===== config.mk =====
export PLATFORM = sky130hd
export DESIGN_NAME = ulpi_link_utmi
export DESIGN_NICKNAME = d
export VERILOG_FILES = /design/src/rtl/ulpi_defs.sv /design/src/rtl/ulpi_link_utmi.sv
export SDC_FILE = /design/constraint.sdc
export NUM_CORES = 1
export LEC_CHECK = 0
export CAP_MARGIN = 20
export CORE_ASPECT_RATIO = 0.9
export CORE_MARGIN = 2
export CORE_UTILIZATION = 44
export CTS_CLUSTER_SIZE = 24
export DETAILED_ROUTE_END_ITERATION = 8
export PLACE_DENSITY_LB_ADDON = 0.15
export SYNTH_ARGS = -nofsm -noshare
export SYNTH_HDL_FRONTEND = slang
export SYNTH_SLANG_ARGS = --single-unit

===== constraint.sdc =====
create_clock -name clk_i -period 2.01 [get_ports clk_i]
set_input_delay 0.402 -clock clk_i [delete_from_list [all_inputs] [get_ports clk_i]]
set_output_delay 0.402 -clock clk_i [all_outputs]
set_load 0.02 [all_outputs]

===== src/rtl/ulpi_defs.sv =====
// Shared constants for the ULPI link: command codes, register addresses,
// RX CMD event codes and the TX/register FSM encoding.
`timescale 1ns/1ps
package ulpi_defs;

   localparam logic [1:0] CMD_TX     = 2'b01;
   localparam logic [1:0] CMD_REG_WR = 2'b10;
   localparam logic [1:0] CMD_REG_RD = 2'b11;

   localparam logic [5:0] ADDR_FUNC_CTRL = 6'h04;
   localparam logic [5:0] ADDR_OTG_CTRL  = 6'h0A;

   typedef enum logic [1:0] {
      RXEV_IDLE     = 2'b00,
      RXEV_ACTIVE   = 2'b01,
      RXEV_HOSTDISC = 2'b10,
      RXEV_ERROR    = 2'b11
   } rx_event_e;

   typedef enum logic [2:0] {
      ST_IDLE     = 3'd0,
      ST_TX_CMD   = 3'd1,
      ST_TX_DATA  = 3'd2,
      ST_TX_STP   = 3'd3,
      ST_REG_ADDR = 3'd4,
      ST_REG_DATA = 3'd5,
      ST_REG_STP  = 3'd6
   } tx_state_e;

   // SuspendM is held at 1 so the PHY never enters low-power mode on its own.
   function automatic logic [7:0] func_ctrl_val(input logic [1:0] op_mode,
                                                input logic       term,
                                                input logic [1:0] xcvr);
      return {1'b0, 1'b1, 1'b0, op_mode, term, xcvr};
   endfunction

   function automatic logic [7:0] otg_ctrl_val(input logic dm_pd,
                                               input logic dp_pd);
      return {5'b00000, dm_pd, dp_pd, 1'b0};
   endfunction

endpackage


===== src/rtl/ulpi_link_utmi.sv =====
// ULPI link-side wrapper presenting a UTMI interface: RX CMD / RX data decode,
// TX packet transmission and shadowed PHY register writes.
`timescale 1ns/1ps
module ulpi_link_utmi
   import ulpi_defs::*;
(
   input  logic       clk_i,
   input  logic       rst_i,
   input  logic [7:0] ulpi_data_i,
   output logic [7:0] ulpi_data_o,
   input  logic       ulpi_dir_i,
   input  logic       ulpi_nxt_i,
   output logic       ulpi_stp_o,
   input  logic [7:0] utmi_data_out_i,
   input  logic       utmi_txvalid_i,
   output logic       utmi_txready_o,
   output logic [7:0] utmi_data_in_o,
   output logic       utmi_rxvalid_o,
   output logic       utmi_rxactive_o,
   output logic       utmi_rxerror_o,
   output logic [1:0] utmi_linestate_o,
   input  logic [1:0] utmi_op_mode_i,
   input  logic [1:0] utmi_xcvrselect_i,
   input  logic       utmi_termselect_i,
   input  logic       utmi_dppulldown_i,
   input  logic       utmi_dmpulldown_i
);

   tx_state_e  state_q, state_d;
   logic       dir_q;
   logic       wr_otg_q, wr_otg_d;
   logic [7:0] wr_val_q, wr_val_d;
   logic [7:0] func_copy_q, otg_copy_q;
   logic       copy_load;

   logic [7:0] data_in_q;
   logic       rxvalid_q, rxactive_q, rxerror_q;
   logic [1:0] linestate_q;

   logic       turnaround, dir_rise, dir_fall;
   logic [7:0] func_live, otg_live;
   logic       func_pend, otg_pend;

   assign turnaround = dir_q ^ ulpi_dir_i;
   assign dir_rise   = ulpi_dir_i & ~dir_q;
   assign dir_fall   = ~ulpi_dir_i & dir_q;

   assign func_live = func_ctrl_val(utmi_op_mode_i, utmi_termselect_i, utmi_xcvrselect_i);
   assign otg_live  = otg_ctrl_val(utmi_dmpulldown_i, utmi_dppulldown_i);
   assign func_pend = (func_live != func_copy_q);
   assign otg_pend  = (otg_live != otg_copy_q);

   always_ff @(posedge clk_i or posedge rst_i) begin
      if (rst_i) begin
         state_q     <= ST_IDLE;
         dir_q       <= 1'b0;
         wr_otg_q    <= 1'b0;
         wr_val_q    <= '0;
         func_copy_q <= '1;
         otg_copy_q  <= '1;
      end else begin
         state_q  <= state_d;
         dir_q    <= ulpi_dir_i;
         wr_otg_q <= wr_otg_d;
         wr_val_q <= wr_val_d;
         if (copy_load) begin
            if (wr_otg_q) otg_copy_q  <= wr_val_q;
            else          func_copy_q <= wr_val_q;
         end
      end
   end

   always_comb begin
      state_d        = state_q;
      wr_otg_d       = wr_otg_q;
      wr_val_d       = wr_val_q;
      copy_load      = 1'b0;
      ulpi_data_o    = '0;
      ulpi_stp_o     = 1'b0;
      utmi_txready_o = 1'b0;
      case (state_q)
         ST_IDLE: begin
            if (!ulpi_dir_i && !turnaround) begin
               if (func_pend) begin
                  state_d  = ST_REG_ADDR;
                  wr_otg_d = 1'b0;
                  wr_val_d = func_live;
               end else if (otg_pend) begin
                  state_d  = ST_REG_ADDR;
                  wr_otg_d = 1'b1;
                  wr_val_d = otg_live;
               end else if (utmi_txvalid_i) begin
                  state_d = ST_TX_CMD;
               end
            end
         end
         ST_TX_CMD: begin
            ulpi_data_o = {CMD_TX, 2'b00, utmi_data_out_i[3:0]};
            if (ulpi_dir_i) begin
               state_d = ST_IDLE;
            end else begin
               utmi_txready_o = ulpi_nxt_i;
               if (ulpi_nxt_i) state_d = ST_TX_DATA;
            end
         end
         ST_TX_DATA: begin
            ulpi_data_o = utmi_data_out_i;
            if (ulpi_dir_i) begin
               state_d = ST_IDLE;
            end else if (!utmi_txvalid_i) begin
               state_d = ST_TX_STP;
            end else begin
               utmi_txready_o = ulpi_nxt_i;
            end
         end
         ST_TX_STP, ST_REG_STP: begin
            ulpi_stp_o = 1'b1;
            state_d    = ST_IDLE;
         end
         ST_REG_ADDR: begin
            ulpi_data_o = {CMD_REG_WR, wr_otg_q ? ADDR_OTG_CTRL : ADDR_FUNC_CTRL};
            if (ulpi_dir_i)      state_d = ST_IDLE;
            else if (ulpi_nxt_i) state_d = ST_REG_DATA;
         end
         ST_REG_DATA: begin
            ulpi_data_o = wr_val_q;
            if (ulpi_dir_i) begin
               state_d = ST_IDLE;
            end else if (ulpi_nxt_i) begin
               state_d   = ST_REG_STP;
               copy_load = 1'b1;
            end
         end
         default: state_d = ST_IDLE;
      endcase
      // The PHY owns the bus while dir is high, so never drive a value then.
      if (ulpi_dir_i) ulpi_data_o = '0;
   end

   always_ff @(posedge clk_i or posedge rst_i) begin
      if (rst_i) begin
         data_in_q   <= '0;
         rxvalid_q   <= 1'b0;
         rxactive_q  <= 1'b0;
         rxerror_q   <= 1'b0;
         linestate_q <= '0;
      end else begin
         rxvalid_q <= 1'b0;
         if (dir_rise) begin
            if (ulpi_nxt_i) rxactive_q <= 1'b1;
         end else if (dir_fall) begin
            rxactive_q <= 1'b0;
            rxerror_q  <= 1'b0;
         end else if (ulpi_dir_i) begin
            if (ulpi_nxt_i) begin
               data_in_q <= ulpi_data_i;
               rxvalid_q <= 1'b1;
            end else begin
               linestate_q <= ulpi_data_i[1:0];
               case (rx_event_e'(ulpi_data_i[5:4]))
                  RXEV_ACTIVE: begin
                     rxactive_q <= 1'b1;
                     rxerror_q  <= 1'b0;
                  end
                  RXEV_ERROR: begin
                     rxactive_q <= 1'b1;
                     rxerror_q  <= 1'b1;
                  end
                  default: begin
                     rxactive_q <= 1'b0;
                     rxerror_q  <= 1'b0;
                  end
               endcase
            end
         end
      end
   end

   assign utmi_data_in_o   = data_in_q;
   assign utmi_rxvalid_o   = rxvalid_q;
   assign utmi_rxactive_o  = rxactive_q;
   assign utmi_rxerror_o   = rxerror_q;
   assign utmi_linestate_o = linestate_q;

endmodule


==> run metrics, run 1 <==
worst hold-check path type reg2reg; Syn Inst Count 183; CP startpoint state_q[0]$_DFFE_PP0P_; WHS Path Cells 1; Critical Path AT 1.58 ns; CTS buffer count 5; Adder-Cell Fraction of Synth Area 2.469%; Final Wtd Congestion 0.9583; # IOs 51; worst-path fanout max 8; largest family of logic cells by synthesized area multiplexers; Clock Skew 0.005588 ns; Net Count, Synth 215; min-delay src otg_copy_q[5]$_DFFE_PP1P_; Tot GR Track Use 22.19%; FF-to-FF path depth 5; Setup crit end kind output port; Final Slew Violations 0; synth unique cells 43; pin count of the biggest net entering global routing 39; WP data required 1.61 ns; pwr dens 1100 nW/µm²; status finished, final reports clean; clk sink count 38; Syn. warnings 0; ratio of cells with drive above 1 in the final layout 43.91%; Core Region 4432 µm²; drt drc 0; Longest Clk Path Bufs 2; Starting Density 45.74%; maxcap violations 0; Sw Share 34.78%; initial antenna violation count 0; Antenna diodes 0; critical path class reg2out; mux contribution to synthesized area 16.60%; Worst-Skew Late Latency 0.28 ns; DRT iter0 DRCs 103; mean post-synth cell area 11.08 µm²; vias in the first global route 1864; number of port buffers 50; final core utilization 68.10%; Yosys top cell by area dfrtp_1; placed cells 321; first-pass GRT wire length 8.562 mm; CTS tree built; Logic pwr share 46.8%; Peak Freq 0.5040 GHz; vias per inst 5.222; R2R setup slack 0.03 ns; die height 68.39 µm; Synth Area in Simple Gates 16.17%; Pre-antenna DRT Iters 4; RR Endpoint wr_val_q[3]$_DFFE_PP0P_; Worst VDD drop 0.0007493 V; Max-slew headroom 68.10%; Via Count 1739; sequential share of power 37.2%; Worst-path clk slew 0.07 ns; Yosys reg bits 38; Setup violations, final 0; cts hold-fix bufs 0; top post-synthesis cells by area dfrtp_1, dfstp_2, mux2_2, nor2b_1, a21oi_1; ys flop type dfrtp_1; routed len/inst 15.95 µm; area growth from synthesis to layout 48.89%; RSZ-0062 raised after global routing true; Period minus WS final 1.984 ns; Total Wirelength 5.313 mm; Final Hold Viols 0; dpl hpwl 3.831 mm; Clock power frac 15.9%; Finished Layout Cells 333; Post-layout nets 303; Overflow after GRT 0; post-synthesis sequential area ratio 47.78%; Leak 0.001360 µW; sw power 1155 µW; Critical Path Source Type register; ratio of final minimum period to clock period 98.71%; Hold Path Sink otg_copy_q[5]$_DFFE_PP1P_; Rows 23; Antenna Nets Post-Route 0; share of the synthesized area in the top cell type 29.63%; Worst-Margin Slew 0.4786 ns; synthesized area 2027 µm²; async set-reset flop share out of synthesis 100.0%; r2r startpoint otg_copy_q[5]$_DFFE_PP1P_; Die Area 5167 µm²; H-tree depth 2; Int Pwr 2165 µW; Synth Area in XOR/XNOR 3.025%; Post-synth EDFFs 0; post-synthesis compound-gate area fraction 10.62%; Die X-Extent 75.55 µm; root buffer cell clkbuf_8
layer usage:
layer	GRT usage (%)	part of all wire, %	vias to the layer above
met1	28.70	45	864
met4	4.825	0.32	0
met5	0	0	-
met2	37.93	49	51
met3	5.155	5.4	2
li1	-	-	822
Yosys cell counts, drive strengths merged, types with 2 or more instances:
| master | n |
|---|---|
| a21oi | 13 |
| a22oi | 2 |
| a2bb2oi | 3 |
| a32oi | 2 |
| and3 | 2 |
| buf | 3 |
| clkbuf | 7 |
| dfrtp | 24 |
| dfstp | 14 |
| ha | 4 |
| inv | 7 |
| mux2 | 29 |
| nand2 | 10 |
| nand2b | 2 |
| nor2 | 10 |
| nor2b | 13 |
| nor3b | 4 |
| nor4 | 2 |
| o21ai | 5 |
| or4 | 2 |
| xnor2 | 4 |
| xor2 | 3 |
cell families after synthesis:
family          after synthesis
buf+inv                      17
xor+xnor                      7
flops                        38
simple gates                 54
fa+ha+maj                     4
mux                          30
compound gates               33
flip-flops by register name, summed over array words and instances (netlist names):
name	count
otg_copy_q	7
wr_otg_q	1
utmi_data_in_o	8
utmi_rxerror_o	1
wr_val_q	6
utmi_linestate_o	2
func_copy_q	7
utmi_rxvalid_o	1
dir_q	1
state_q	3
utmi_rxactive_o	1
power groups by stage:
stage	registers (µW)	logic, µW	clock network [µW]
2_1_floorplan	1230	796	0
3_3_place_gp	1210	1420	0
3_5_place_dp	1230	1470	0
4_1_cts	1220	1490	546
5_1_grt	1260	1680	581
6_report	1240	1550	529
worst max-delay path by stage:
| stage | to | slack (ns) | cells past startpoint |
|---|---|---|---|
| finish | ulpi_data_o[2] | 0.03 | 6 |
| floorplan | wr_val_q[1]$_DFFE_PP0P_ | 0.07 | 6 |
| detailed placement | utmi_txready_o | -0.42 | 4 |
| CTS | utmi_txready_o | 0.001 | 4 |
| global placement | utmi_txready_o | -0.37 | 4 |
| global route | ulpi_data_o[3] | -0.06 | 6 |
cells in the final DEF, fill, tap and decap left out, drive strengths merged, types with 3 or more instances in the layout:
| cell type | count |
|---|---|
| clkdlybuf4s50 | 35 |
| dfrtp | 24 |
| xnor2 | 4 |
| o21ai | 5 |
| nor3b | 4 |
| nand2 | 10 |
| mux2 | 29 |
| a2bb2oi | 3 |
| dfstp | 14 |
| nor2 | 10 |
| inv | 7 |
| buf | 48 |
| xor2 | 3 |
| a21oi | 13 |
| dlymetal6s2s | 4 |
| clkbuf | 7 |
| ha | 4 |
| nor2b | 13 |
worst max-delay path: stages (launching register included):
cell,delay (ns)
dfrtp_2,0.46
buf_4,0.16
nor3b_4,0.20
buf_6,0.13
a21oi_1,0.06
nor2_1,0.13
buf_4,0.15
final cells by class:
class / count / area (µm²)
fillers: 342 / 1414
inverters: 7 / 26.28
flip-flops and latches: 38 / 972.2
repair buffers: 91 / 810.8
clock buffers: 7 / 86.33
well taps: 62 / 77.57
multi-input cells: 128 / 1045
stage by stage:
step	setup slack, ns	instance area (µm²)	TNS [ns]	hold WS [ns]	power (µW)
after floorplan	0.06896	2027	0	0.4334	2024
after global placement	-0.3686	2834	-4.761	0.4744	2630
after detailed placement	-0.4174	2834	-5.709	0.4774	2693
after CTS	0.001138	2944	0	0.4899	3254
after global routing	-0.06359	3018	-0.3596	0.5022	3527
final	0.02589	3018	0	0.4892	3319
timing repair:
item | in CTS | in global routing
gates cloned | 0 | 0
pin swaps | 1 | 11
setup buffers | 3 | 2
setup endpoints to repair | 16 | 15
gates resized for setup | 47 | 21
(Power assumes the default switching activity.)
==> inputs of run 2 (changes only) <==
--- a/config.mk
+++ b/config.mk
@@ -11,7 +11,8 @@
 export CORE_UTILIZATION = 44
 export CTS_CLUSTER_SIZE = 24
 export DETAILED_ROUTE_END_ITERATION = 8
-export PLACE_DENSITY_LB_ADDON = 0.15
+export GPL_TIMING_DRIVEN = 0
+export PLACE_DENSITY = 0.79
 export SYNTH_ARGS = -nofsm -noshare
 export SYNTH_HDL_FRONTEND = slang
 export SYNTH_SLANG_ARGS = --single-unit
==> run metrics, run 2 (synthesis gave the netlist of run 1 again) <==
worst-path fanout max 10 (+2); Via Count 1627 (-6.4%); max reg flops 8 (unchanged); Worst-Margin Slew 0.7620 ns (+0.2834 ns); Clock power frac 16.2% (+0.3 points); sw power 1160 µW (+0.49%); Total Wirelength 4.778 mm (-10%); Setup violations, final 0 (unchanged); Worst-Skew Late Latency 0.29 ns (about the same); vias per inst 5.132 (-1.7%); pin count of the biggest net entering global routing 39 (unchanged); Total Neg Setup Slack 0 ns (unchanged); H-tree depth 2 (unchanged); met3 Usage GRT 4.124% (-1.0 points); clk sink count 38 (unchanged); cell area after layout 2938 µm² (-2.7%); Antenna diodes 0 (unchanged); Int Pwr 2175 µW (+0.44%); Critical Path AT 1.60 ns (+0.02 ns); Post-layout nets 286 (-5.6%); Die Area 5167 µm² (unchanged); Clock Skew 0.005607 ns (+0.00001887 ns); Die X-Extent 75.55 µm (unchanged); Pre-antenna DRT Iters 4 (unchanged); gr busiest metal met2; Critical Path Source Type register; critical path class reg2out; Final Slew Violations 0 (unchanged); Worst-path clk slew 0.07 ns (about the same); routed len/inst 15.07 µm (-5.5%); Worst VDD drop 0.0005945 V (-21%); Tot GR Track Use 19.45% (-2.7 points); initial antenna violation count 0 (unchanged); Starting Density 45.74% (unchanged); maxcap violations 0 (unchanged); DP Area 2605 µm² (-8.1%); CTS tree built; dpl hpwl 3.146 mm (-18%); final core utilization 66.29% (-1.8 points); # IOs 51 (unchanged); vias in the first global route 1474 (-21%); area growth from synthesis to layout 44.94%; commonest non-fill, non-tap cell in the layout clkdlybuf4s50_1; drt drc 0 (unchanged); highest-count cells in the layout ignoring fill and taps clkdlybuf4s50_1, mux2_2, dfrtp_1; Final Hold Viols 0 (unchanged); Overflow after GRT 0 (unchanged); Longest Clk Path Bufs 2 (unchanged); Rows 23 (unchanged); Core Region 4432 µm² (unchanged); Antenna Nets Post-Route 0 (unchanged); DRT iter0 DRCs 43 (-58%); met1 GRT Util 26.66% (-2.0 points); pwr dens 1135 nW/µm² (+3.2%); status finished, final reports clean; number of port buffers 50 (unchanged); Finished Layout Cells 317 (-4.8%); ratio of final minimum period to clock period 99.62% (+0.90 points); Logic pwr share 47.2% (+0.4 points); root buffer cell clkbuf_8; sequential share of power 36.6% (-0.6 points); Peak Freq 0.4994 GHz (-0.91%); total power 3335 µW (+0.46%); placed cells 295 (-8.1%); first-pass GRT wire length 7.327 mm (-14%); ratio of cells with drive above 1 in the final layout 41.96% (-2.0 points); M2 GR Usage 29.78% (-8.2 points); die height 68.39 µm (unchanged); Setup crit end kind output port; Leak 0.001285 µW (-5.5%); Final Wtd Congestion 0.8566 (-11%); Sw Share 34.79% (about the same); WP data required 1.61 ns (about the same); RSZ-0062 raised after global routing true; Max-slew headroom 49.13% (-19 points); worst hold-check path type in2reg; Period minus WS final 2.002 ns (+0.01816 ns); CTS buffer count 5 (unchanged); R2R setup slack 0.03 ns (about the same)
## run 2: cell count changes in the layout (fill, tap and decap cells not counted), moves of 3 or more
cell            delta
buf_2              +4
buf_4             -25
clkbuf_8           +5
dlygate4sd2_1      +3
dlymetal6s2s_1     -4
inv_1              -3
inv_2              +3
nor2b_2            -3
## run 2: worst paths after layout
kind | from | end | cells past startpoint
max | state_q[2]$_DFFE_PP0P_ | ulpi_data_o[2] | 7
min | ulpi_dir_i | dir_q$_DFF_PP0_ | 1
max reg2reg | func_copy_q[4]$_DFFE_PP1P_ | wr_val_q[1]$_DFFE_PP0P_ | 6
min reg2reg | utmi_data_in_o[5]$_DFFE_PP0P_ | utmi_data_in_o[5]$_DFFE_PP0P_ | 2
max in group asynchronous | rst_i | state_q[0]$_DFFE_PP0P_ | 2
min in group asynchronous | rst_i | utmi_data_in_o[6]$_DFFE_PP0P_ | 2
## run 2: worst max-delay path, cell delays in order, from the launching register on
cell and delay, ns:
dfrtp_1 0.40, clkbuf_8 0.18, clkbuf_8 0.17, a32oi_1 0.19, nor2_1 0.05, a21oi_1 0.11
nor2_1 0.05, buf_4 0.15
## run 2: what timing repair did
item                                    CTS  global route
gates cloned                              0             0
endpoints found under the setup margin   27            18
setup buffers                            11             3
resized for setup                        77            22
pin swaps                                 8             6
hold buffers                              0             0
## run 2: layout make-up
class,instances,area (µm²)
fill,361,1494
sequential,38,969.7
timing repair buffer,64,570.5
tap,62,77.57
inverter,7,26.28
clock inverter,1,5.005
multi-input combinational,128,1104
buffer,10,98.84
clock buffer,7,86.33
## run 2: through the flow
stage          hold WS (ns)  worst slack (ns)
2_1_floorplan        0.4334           0.06896
3_3_place_gp         0.4768           -0.7354
3_5_place_dp         0.4722           -0.7458
4_1_cts              0.4437          -0.01198
5_1_grt              0.4454          -0.08407
6_report             0.4551          0.007732
## run 2: power by group through the flow
| stage | Combinational, µW | Clock (µW) | Sequential (µW) |
|---|---|---|---|
| after floorplan | 796 | 0 | 1230 |
| after global placement | 1230 | 0 | 1210 |
| after detailed placement | 1240 | 0 | 1220 |
| after CTS | 1480 | 557 | 1210 |
| after global routing | 1700 | 588 | 1250 |
| final | 1570 | 542 | 1220 |
## run 2: routing by layer
metal  share of wire, %  routed length (µm)
met5                  0                   0
met4                1.8                  85
met3                4.7                 225
met2                 48                2292
met1                 46                2174
==> inputs of run 3 (changes only) <==
--- a/config.mk
+++ b/config.mk
@@ -12,6 +12,7 @@
 export CTS_CLUSTER_SIZE = 24
 export DETAILED_ROUTE_END_ITERATION = 8
 export GPL_TIMING_DRIVEN = 0
+export HOLD_SLACK_MARGIN = 0.12
 export PLACE_DENSITY = 0.79
 export SYNTH_ARGS = -nofsm -noshare
 export SYNTH_HDL_FRONTEND = slang
==> results of run 3 <==
Same layout as run 2: the final DEF is identical, and so are final timing and power.
